### src/rtl/spi_cmd_decoder.sv
// spi_cmd_decoder
// Decodes framed SPI commands arriving as bytes from spi_slave and drives the
// display controller: framebuffer write port, brightness register and
// buffer-swap strobe. A frame is the span of ss high; its first byte is the
// opcode (0x01 write burst, 0x02 brightness, 0x03 swap, 0x04 fill).
//
// Optional feature macro: SPI_CMD_FILL_EN enables opcode 0x04 (framebuffer
// fill). Without it 0x04 is treated as an unknown opcode and busy is tied 0.
//
// Parameters
//   ADDR_WIDTH  framebuffer address width (9..16), write address wraps
//   BRIGHT_RST  brightness value loaded at reset
// Ports
//   clk         system clock (same domain as spi_slave)
//   rst         asynchronous reset, active-low
//   ss          raw SPI select, high = frame active (synchronised here)
//   data/valid  received byte and its 1-cycle strobe
//   fb_we       framebuffer write enable, 1-cycle pulse per written byte
//   fb_addr     framebuffer write address
//   fb_wdata    framebuffer write data
//   brightness  current brightness
//   swap        1-cycle buffer-swap strobe
//   busy        fill in progress
//   err_count   saturating count of protocol errors
module spi_cmd_decoder #(
    parameter int         ADDR_WIDTH = 12,
    parameter logic [7:0] BRIGHT_RST = 8'h80
) (
    input  logic                  clk,
    input  logic                  rst,
    input  logic                  ss,
    input  logic [7:0]            data,
    input  logic                  valid,
    output logic                  fb_we,
    output logic [ADDR_WIDTH-1:0] fb_addr,
    output logic [7:0]            fb_wdata,
    output logic [7:0]            brightness,
    output logic                  swap,
    output logic                  busy,
    output logic [7:0]            err_count
);

    // Number of address bits carried by the ADDR_HI byte.
    localparam int HI_W = ADDR_WIDTH - 8;

    typedef enum logic [2:0] {
        IDLE, ADDR_HI, ADDR_LO, WDATA, BRIGHT, FILLV, FILL, DISCARD
    } state_t;

    state_t                state;
    logic                  ss_meta;
    logic                  ss_sync;
    logic                  ss_prev;
    logic [ADDR_WIDTH-1:0] wr_addr;

    logic                  ss_fall;
    logic                  take_byte;
    logic                  stray_byte;
    logic                  truncated;
    logic                  bad_opcode;
    logic                  fill_err;
    logic                  known_op;
    logic [1:0]            err_events;
    logic [8:0]            err_sum;
    logic [7:0]            err_next;

`ifdef SPI_CMD_FILL_EN
    logic [ADDR_WIDTH-1:0] fill_addr;
    logic [7:0]            fill_value;
    assign known_op = (data == 8'h01) || (data == 8'h02) || (data == 8'h03) || (data == 8'h04);
    assign fill_err = valid && (state == FILL);
`else
    assign known_op = (data == 8'h01) || (data == 8'h02) || (data == 8'h03);
    assign fill_err = 1'b0;
    assign busy     = 1'b0;
`endif

    // A byte arriving on the very cycle the synchronised select falls still
    // belongs to the frame; the return to IDLE happens on the following cycle.
    assign ss_fall    = ss_prev && !ss_sync;
    assign take_byte  = valid && (ss_sync || ss_fall) && (state != FILL);
    assign stray_byte = valid && !ss_sync && !ss_fall && (state != FILL);
    assign truncated  = !ss_sync && !take_byte &&
                        (state inside {ADDR_HI, ADDR_LO, BRIGHT, FILLV});
    assign bad_opcode = take_byte && (state == IDLE) && !known_op;

    // A stray byte can coincide with a truncated frame, so up to two error
    // events may land in one cycle; the sum saturates at 8'hFF.
    assign err_events = {1'b0, stray_byte} + {1'b0, truncated} +
                        {1'b0, bad_opcode} + {1'b0, fill_err};
    assign err_sum    = {1'b0, err_count} + {7'b0, err_events};
    assign err_next   = err_sum[8] ? 8'hFF : err_sum[7:0];

    always_ff @(posedge clk or negedge rst) begin
        if (!rst) begin
            state      <= IDLE;
            ss_meta    <= 1'b0;
            ss_sync    <= 1'b0;
            ss_prev    <= 1'b0;
            wr_addr    <= '0;
            fb_we      <= 1'b0;
            fb_addr    <= '0;
            fb_wdata   <= 8'h00;
            brightness <= BRIGHT_RST;
            swap       <= 1'b0;
            err_count  <= 8'h00;
`ifdef SPI_CMD_FILL_EN
            busy       <= 1'b0;
            fill_addr  <= '0;
            fill_value <= 8'h00;
`endif
        end else begin
            ss_meta   <= ss;
            ss_sync   <= ss_meta;
            ss_prev   <= ss_sync;
            fb_we     <= 1'b0;
            swap      <= 1'b0;
            err_count <= err_next;

            if (take_byte) begin
                unique case (state)
                    IDLE: begin
                        case (data)
                            8'h01:   state <= ADDR_HI;
                            8'h02:   state <= BRIGHT;
                            8'h03: begin
                                swap  <= 1'b1;
                                state <= DISCARD;
                            end
`ifdef SPI_CMD_FILL_EN
                            8'h04:   state <= FILLV;
`endif
                            default: state <= DISCARD;
                        endcase
                    end
                    ADDR_HI: begin
                        wr_addr <= {data[HI_W-1:0], wr_addr[7:0]};
                        state   <= ADDR_LO;
                    end
                    ADDR_LO: begin
                        wr_addr[7:0] <= data;
                        state        <= WDATA;
                    end
                    WDATA: begin
                        fb_we    <= 1'b1;
                        fb_addr  <= wr_addr;
                        fb_wdata <= data;
                        wr_addr  <= wr_addr + ADDR_WIDTH'(1);
                    end
                    BRIGHT: begin
                        brightness <= data;
                        state      <= DISCARD;
                    end
`ifdef SPI_CMD_FILL_EN
                    FILLV: begin
                        fill_value <= data;
                        fill_addr  <= '0;
                        busy       <= 1'b1;
                        state      <= FILL;
                    end
`endif
                    default: ;
                endcase
`ifdef SPI_CMD_FILL_EN
            end else if (state == FILL) begin
                // The fill runs to completion even if the frame ends meanwhile.
                fb_we     <= 1'b1;
                fb_addr   <= fill_addr;
                fb_wdata  <= fill_value;
                fill_addr <= fill_addr + ADDR_WIDTH'(1);
                if (fill_addr == {ADDR_WIDTH{1'b1}}) begin
                    busy  <= 1'b0;
                    state <= ss_sync ? DISCARD : IDLE;
                end
`endif
            end else if (!ss_sync && (state != IDLE)) begin
                state <= IDLE;
            end
        end
    end

endmodule

### config.mk
export PLATFORM = sky130hd
export DESIGN_NAME = spi_cmd_decoder
export DESIGN_NICKNAME = d
export VERILOG_FILES = /design/src/rtl/spi_cmd_decoder.sv
export SDC_FILE = /design/constraint.sdc
export NUM_CORES = 1
export LEC_CHECK = 0
export BUFFER_PORTS_ARGS = -buffer_cell sky130_fd_sc_hd__buf_2
export CORE_MARGIN = 1.5
export CORE_UTILIZATION = 38
export CTS_CLUSTER_SIZE = 14
export DETAILED_ROUTE_END_ITERATION = 6
export PLACE_DENSITY = 0.61
export SLEW_MARGIN = 0
export SYNTH_ARGS = -nofsm -noshare
export SYNTH_HDL_FRONTEND = slang
export SYNTH_SLANG_ARGS = --single-unit
### constraint.sdc
create_clock -name clk -period 3.2 [get_ports clk]
set_clock_uncertainty 0.1 [all_clocks]
set_input_delay 0.32 -clock clk [delete_from_list [all_inputs] [get_ports clk]]
set_output_delay 0.32 -clock clk [all_outputs]
set_load 0.01 [all_outputs]
=== Yosys cells after proc, flatten, opt, wreduce, memory -nomap -nowiden ===
Cells that the tools add are included.

* Flip-flop bits (word level): 56
* Latch bits: 0
* RAM bits: 0
* Memory bits (read-only): 0
* Bits of input ports: 12
* Output and inout port bits: 39
* Word-level logic and storage cells: 67
* Memories kept: 0

* Add/subtract/negate cells: 4
* $mul: 0
* Div/mod/pow operators: 0
* Magnitude comparators: 0
* Equality and inequality tests: 10
* Shift-type cells: 0
* Muxes and demuxes: 12
* Bitwise logic cells: 0
* Reduce and logical (&&, ||, !) cells: 29

{| class="wikitable"
|+ Operator list
! kind !! number
|-
| == test 8 x 2 -> 1 bit (second input constant) || 2
|-
| one-hot mux 8 bit (2 select lines) || 1
|-
| adder 12 x 1 -> 12 bit (second input constant) || 1
|-
| one-hot mux 3 bit (4 select lines) || 1
|-
| logical AND 1 bit || 11
|-
| AND reduction 2 bit || 5
|-
| adder 8 x 2 -> 9 bit || 1
|-
| == test 8 x 1 -> 1 bit (second input constant) || 1
|-
| 2-to-1 mux 8 bit || 1
|-
| one-hot mux 4 bit (2 select lines) || 1
|-
| == test 3 x 2 -> 1 bit (second input constant) || 2
|-
| == test 3 bit (second input constant) || 2
|-
| 2-to-1 mux 3 bit || 2
|-
| one-hot mux 3 bit (2 select lines) || 1
|-
| nonzero test 2 bit || 3
|-
| 2-to-1 mux 1 bit || 5
|-
| != test 5 x 1 -> 1 bit (second input constant) || 1
|-
| logical NOT 1 bit || 4
|-
| nonzero test 4 bit || 1
|-
| == test 3 x 1 -> 1 bit (second input constant) || 1
|-
| logical NOT 3 bit || 1
|-
| logical OR 1 bit || 3
|-
| != test 3 bit (second input constant) || 1
|-
| nonzero test 3 bit || 1
|-
| other kinds (2) || 2
|}

=== Logic depth before layout (Yosys ltp) ===
* Word-level depth: 12
* Mapped depth: 12
* Mapped depth without buffers: 11

=== Worst setup path before layout ===
No wires, ideal clock.

* Path type: reg-to-reg
* From: reg state[2]
* To: reg err_count[4]
* Setup time: 135 ps
* Arrival time: 2677 ps
* Required time: 2965 ps
* Setup slack: 289 ps
* Stages on the path, launching flop included: 12
* Buffers on the path: 1
* Clock period less this slack: 2911 ps
* Cells stage by stage: dfrtp_1 buf_4 nor4_1 o21ai_0 fa_1 inv_1 ha_1 fa_1 and3_1 and2_1 nand4_1 o21ai_0

* Longest elaborated chain between the ends: 9
* Elaborated cells on any way between the ends: 18
* Classes of those cells: add/sub (3); eq/ne (5); mux (1); reduce/logical (9)

{| class="wikitable"
|+ Ends and longest elaborated chain
! what !! RTL line !! RTL
|-
| from (decl) || 50 || <nowiki>state_t state;</nowiki>
|-
| from (signal assigned) || 96 || <nowiki>state <= IDLE;</nowiki>
|-
| from (signal assigned) || 124 || <nowiki>8'h01: state <= ADDR_HI;</nowiki>
|-
| from (signal assigned) || 125 || <nowiki>8'h02: state <= BRIGHT;</nowiki>
|-
| != test 3 bit || 81, 82 ||
|-
| logical AND 1 bit || 81 || <nowiki>assign take_byte = valid && (ss_sync || ss_fall) && (state != FILL);</nowiki>
|-
| logical NOT 1 bit || 83 || <nowiki>assign truncated = !ss_sync && !take_byte &&</nowiki>
|-
| logical AND 1 bit (2 in a row) || 83 ||
|-
| adder 1 x 1 -> 2 bit || 89 || <nowiki>assign err_events = {1'b0, stray_byte} + {1'b0, truncated} +</nowiki>
|-
| adder 2 x 1 -> 2 bit * || 89 ||
|-
| adder 8 x 2 -> 9 bit * || 91 || <nowiki>assign err_sum = {1'b0, err_count} + {7'b0, err_events};</nowiki>
|-
| 2-to-1 mux 8 bit * || 92 || <nowiki>assign err_next = err_sum[8] ? 8'hFF : err_sum[7:0];</nowiki>
|-
| net err_next[4] || 65 || <nowiki>logic [7:0] err_next;</nowiki>
|-
| to (signal assigned) || 118 || <nowiki>err_count <= err_next;</nowiki>
|-
| to (decl) || 40 || <nowiki>output logic [7:0] err_count</nowiki>
|}

The timed path passes the listed nets; every way through them passes the cells marked *.
A chain may end at the register's enable or synchronous reset.

=== Worst setup path in the final report ===
* From: reg state[1]
* To: reg err_count[4]

The elaborated chain is that of the path after synthesis.

==> impl_metrics.csv <==
group,metric,value,unit
status,status,"finished, final reports clean",
finish,final_cell_mix,"dfrtp_1 (54), buf_2 (49), mux2_4 (18), nand2_1 (17), a21oi_1 (16)",
worst_hold_path,whs_path_depth,1,
sta,hold_viol_final,0,
synth,syn_nets,263,
sta,timing.fmax,336,MHz
setup_path,required,3.28,ns
global_route,grt_pass1_wl,9580,um
cts,numCtsBuffers,5,
synth,synthFlopType,"dfrtp_1",
synth,ys.warnings.count,0,
global_route,gr-usage-met3,2.77,%
die,core_area,7210,um2
cts,cts.clk_slew.worst_paths,0.09,ns
global_route,grt_max_degree,31,
cts,cts-root-buf,"clkbuf_8",
power,powerDensity,856,nW/um2
sta,maxSlewHeadroom,59.0,%
finish,layout-drive-gt1-share,34.7,%
placed_design,gp_congestion,0.881,
finish,utilization,45.1,%
route,firstDrtPassIters,4,
die,fp.dieW,89.1,um
placed_design,hpwl,4330,um
global_route,grtUsageTotal,15.9,%
run,cap_viol_max_count,0,
sta,period_needed,2.98,ns
die,rows,31,
power,leakagePower,1.49,nW
synth,syn_inst,246,
synth,synthTopCellsByArea,"dfrtp_1 (49%), mux2_4 (9.6%), mux2_2 (4.0%)",
cts,clockBufferDepth,2,
finish,final_common_cell,"dfrtp_1",
route,drt-total-wl,5900,um
synth,yosysSeqAreaShare,49.8,%
sta,rsz0062_at_grt,"no",
finish,syn2layout_area_growth,15.4,%
route,drtIter0Drc,121,
global_route,overflow,0,
global_route,grt_pass1_vias,1901,
synth,yosysTopAreaCell,"dfrtp_1",
sta,drv_slew,0,
placed_design,portBuffers,49,
sta,worst_pin_slew,0.614,ns
synth,synth_edf_count,0,
placed_design,post-place-ws,0.145,ns
finish,layout.nets,313,
setup_path,worstPathArrival,3.06,ns
global_route,busiest_layer,"met2",
cts,cts_tree,"built",
cts,clk_latency,0.31,ns
finish,antenna_cells,0,
die,die_h,89.1,um
sta,setup_viol,0,
route,post_drt_wl_per_cell,14.9,um
setup_path,cp-end-kind,"register",
route,drc,0,
die,dieArea,7940,um2
worst_hold_path,hp-class,"input pin to register",
global_route,grt_use_met2,26.1,%
synth,synth_top_area_share,48.8,%
synth,synth_cell_types,48,
setup_path,critPathKind,"register to register",
setup_path,path_max_fanout,9,
setup_path,rr_worst_depth,10,
global_route,grt_use_met1,21.5,%
synth,synth.cell_area,2820,um2
synth,synth-seq-cells,56,
die,io_pins,51,
synth,async_flop_share,100,%
synth,synth_area_per_cell,11.5,um2
sta,final.setup.worst_slack,0.223,ns
power,peakVddDrop,0.376,mV
sta,fin_setup_tns,0,ns
setup_path,start_kind,"register",
power,power,2.78,mW
sta,layout_worst_path_cycle_share,93.0,%
global_route,antenna_found_initial,0,
route,viasPerCell,5.19,
route,antenna_left,0,
cts,clkSinkCount,56,
cts,post_cts_buffers,0,
cts,htree_levels,2,
die,initial_core_util,39.1,%
route,vias,2057,
power breakdown:
| group | switching [mW] | internal (mW) | leakage [nW] |
|---|---|---|---|
| Clock | 0.221 | 0.176 | 0.0445 |
| Sequential | 0.273 | 1.01 | 0.663 |
| Combinational | 0.530 | 0.571 | 0.779 |
| Total | 1.02 | 1.76 | 1.49 |
per-stage QoR:
step                hold slack (ns)  instances  cell area [um2]
floorplan                   -0.0756        246             2820
global placement              0.231        387             3140
detailed placement            0.244        387             3140
CTS                         0.00680        396             3240
global route                0.00345        396             3250
finish                       0.0172        396             3250
cells in the mapped netlist (3+ instances only):
| library cell | instances |
|---|---|
| buf_2 | 6 |
| buf_6 | 3 |
| and3_1 | 4 |
| nand2b_1 | 6 |
| nand4_1 | 6 |
| ha_1 | 3 |
| a21oi_1 | 16 |
| o22ai_1 | 3 |
| dfrtp_1 | 55 |
| nor2_1 | 10 |
| nor3_1 | 8 |
| inv_1 | 8 |
| mux2_4 | 18 |
| a31oi_1 | 5 |
| mux2_2 | 10 |
| nand3_1 | 7 |
| xnor2_1 | 3 |
| o21ai_0 | 12 |
| o21a_1 | 5 |
| nand2_1 | 17 |
| buf_4 | 5 |
registers in the layout, summed over array words and instances (netlist names):
name,count
fb_addr,12
wr_addr,12
brightness,8
err_count,8
fb_wdata,8
state,3
fb_we,1
ss_meta,1
ss_prev,1
ss_sync,1
swap,1
area by class of cell:
type / instances / area [um2]
Tap cell: 99 / 124
Fill cell: 719 / 3960
Timing Repair Buffer: 58 / 315
Clock buffer: 7 / 86.3
Inverter: 8 / 30.0
Sequential cell: 56 / 1400
Multi-Input combinational cell: 167 / 1280
Clock inverter: 1 / 7.51
final timing paths:
path	slack [ns]	from	end
max in group asynchronous	1.70	rst	brightness[7]
min	0.02	ss	ss_meta
min in group asynchronous	0.45	rst	fb_addr[6]
max reg2reg	0.22	state[1]	err_count[4]
min reg2reg	0.26	ss_meta	ss_sync
max	0.22	state[1]	err_count[4]
routing by layer:
metal  part of all wire, %  vias to the layer above
li1                      -                      981
met1                    46                     1022
met2                    49                       47
met3                   4.1                        7
met4                   1.3                        0
met5                     0                        -
logic make-up (layout without fill, tap and decap cells):
| group | count (synthesis) | count (layout) | synth area share [%] |
|---|---|---|---|
| muxes | 28 | 28 | 13.6 |
| and+or+nand+nor | 72 | 72 | 14.5 |
| buffers and inverters | 23 | 74 | 4.84 |
| adders and majority gates | 5 | 5 | 2.75 |
| xor gates and xnor gates | 5 | 5 | 1.55 |
| DFF | 56 | 56 | 49.8 |
| AOI/OAI and AO/OA | 56 | 56 | 12.8 |
| other | 1 | 1 | 0.133 |
worst max-delay path, stage by stage (launching register included):
cell,delay (ns)
dfrtp_1,0.49
nor4_2,0.24
o21ai_0,0.14
fa_1,0.50
inv_1,0.04
ha_1,0.21
fa_1,0.41
and3_1,0.21
and2_1,0.19
nand4_1,0.21
o21ai_0,0.12
timing repair:
action,CTS,global route
endpoints found under the hold margin,26,0
resized for setup,0,2
endpoints found under the setup margin,0,6
hold buffers,1,0
Note: power is estimated with default switching activity, not from simulation.
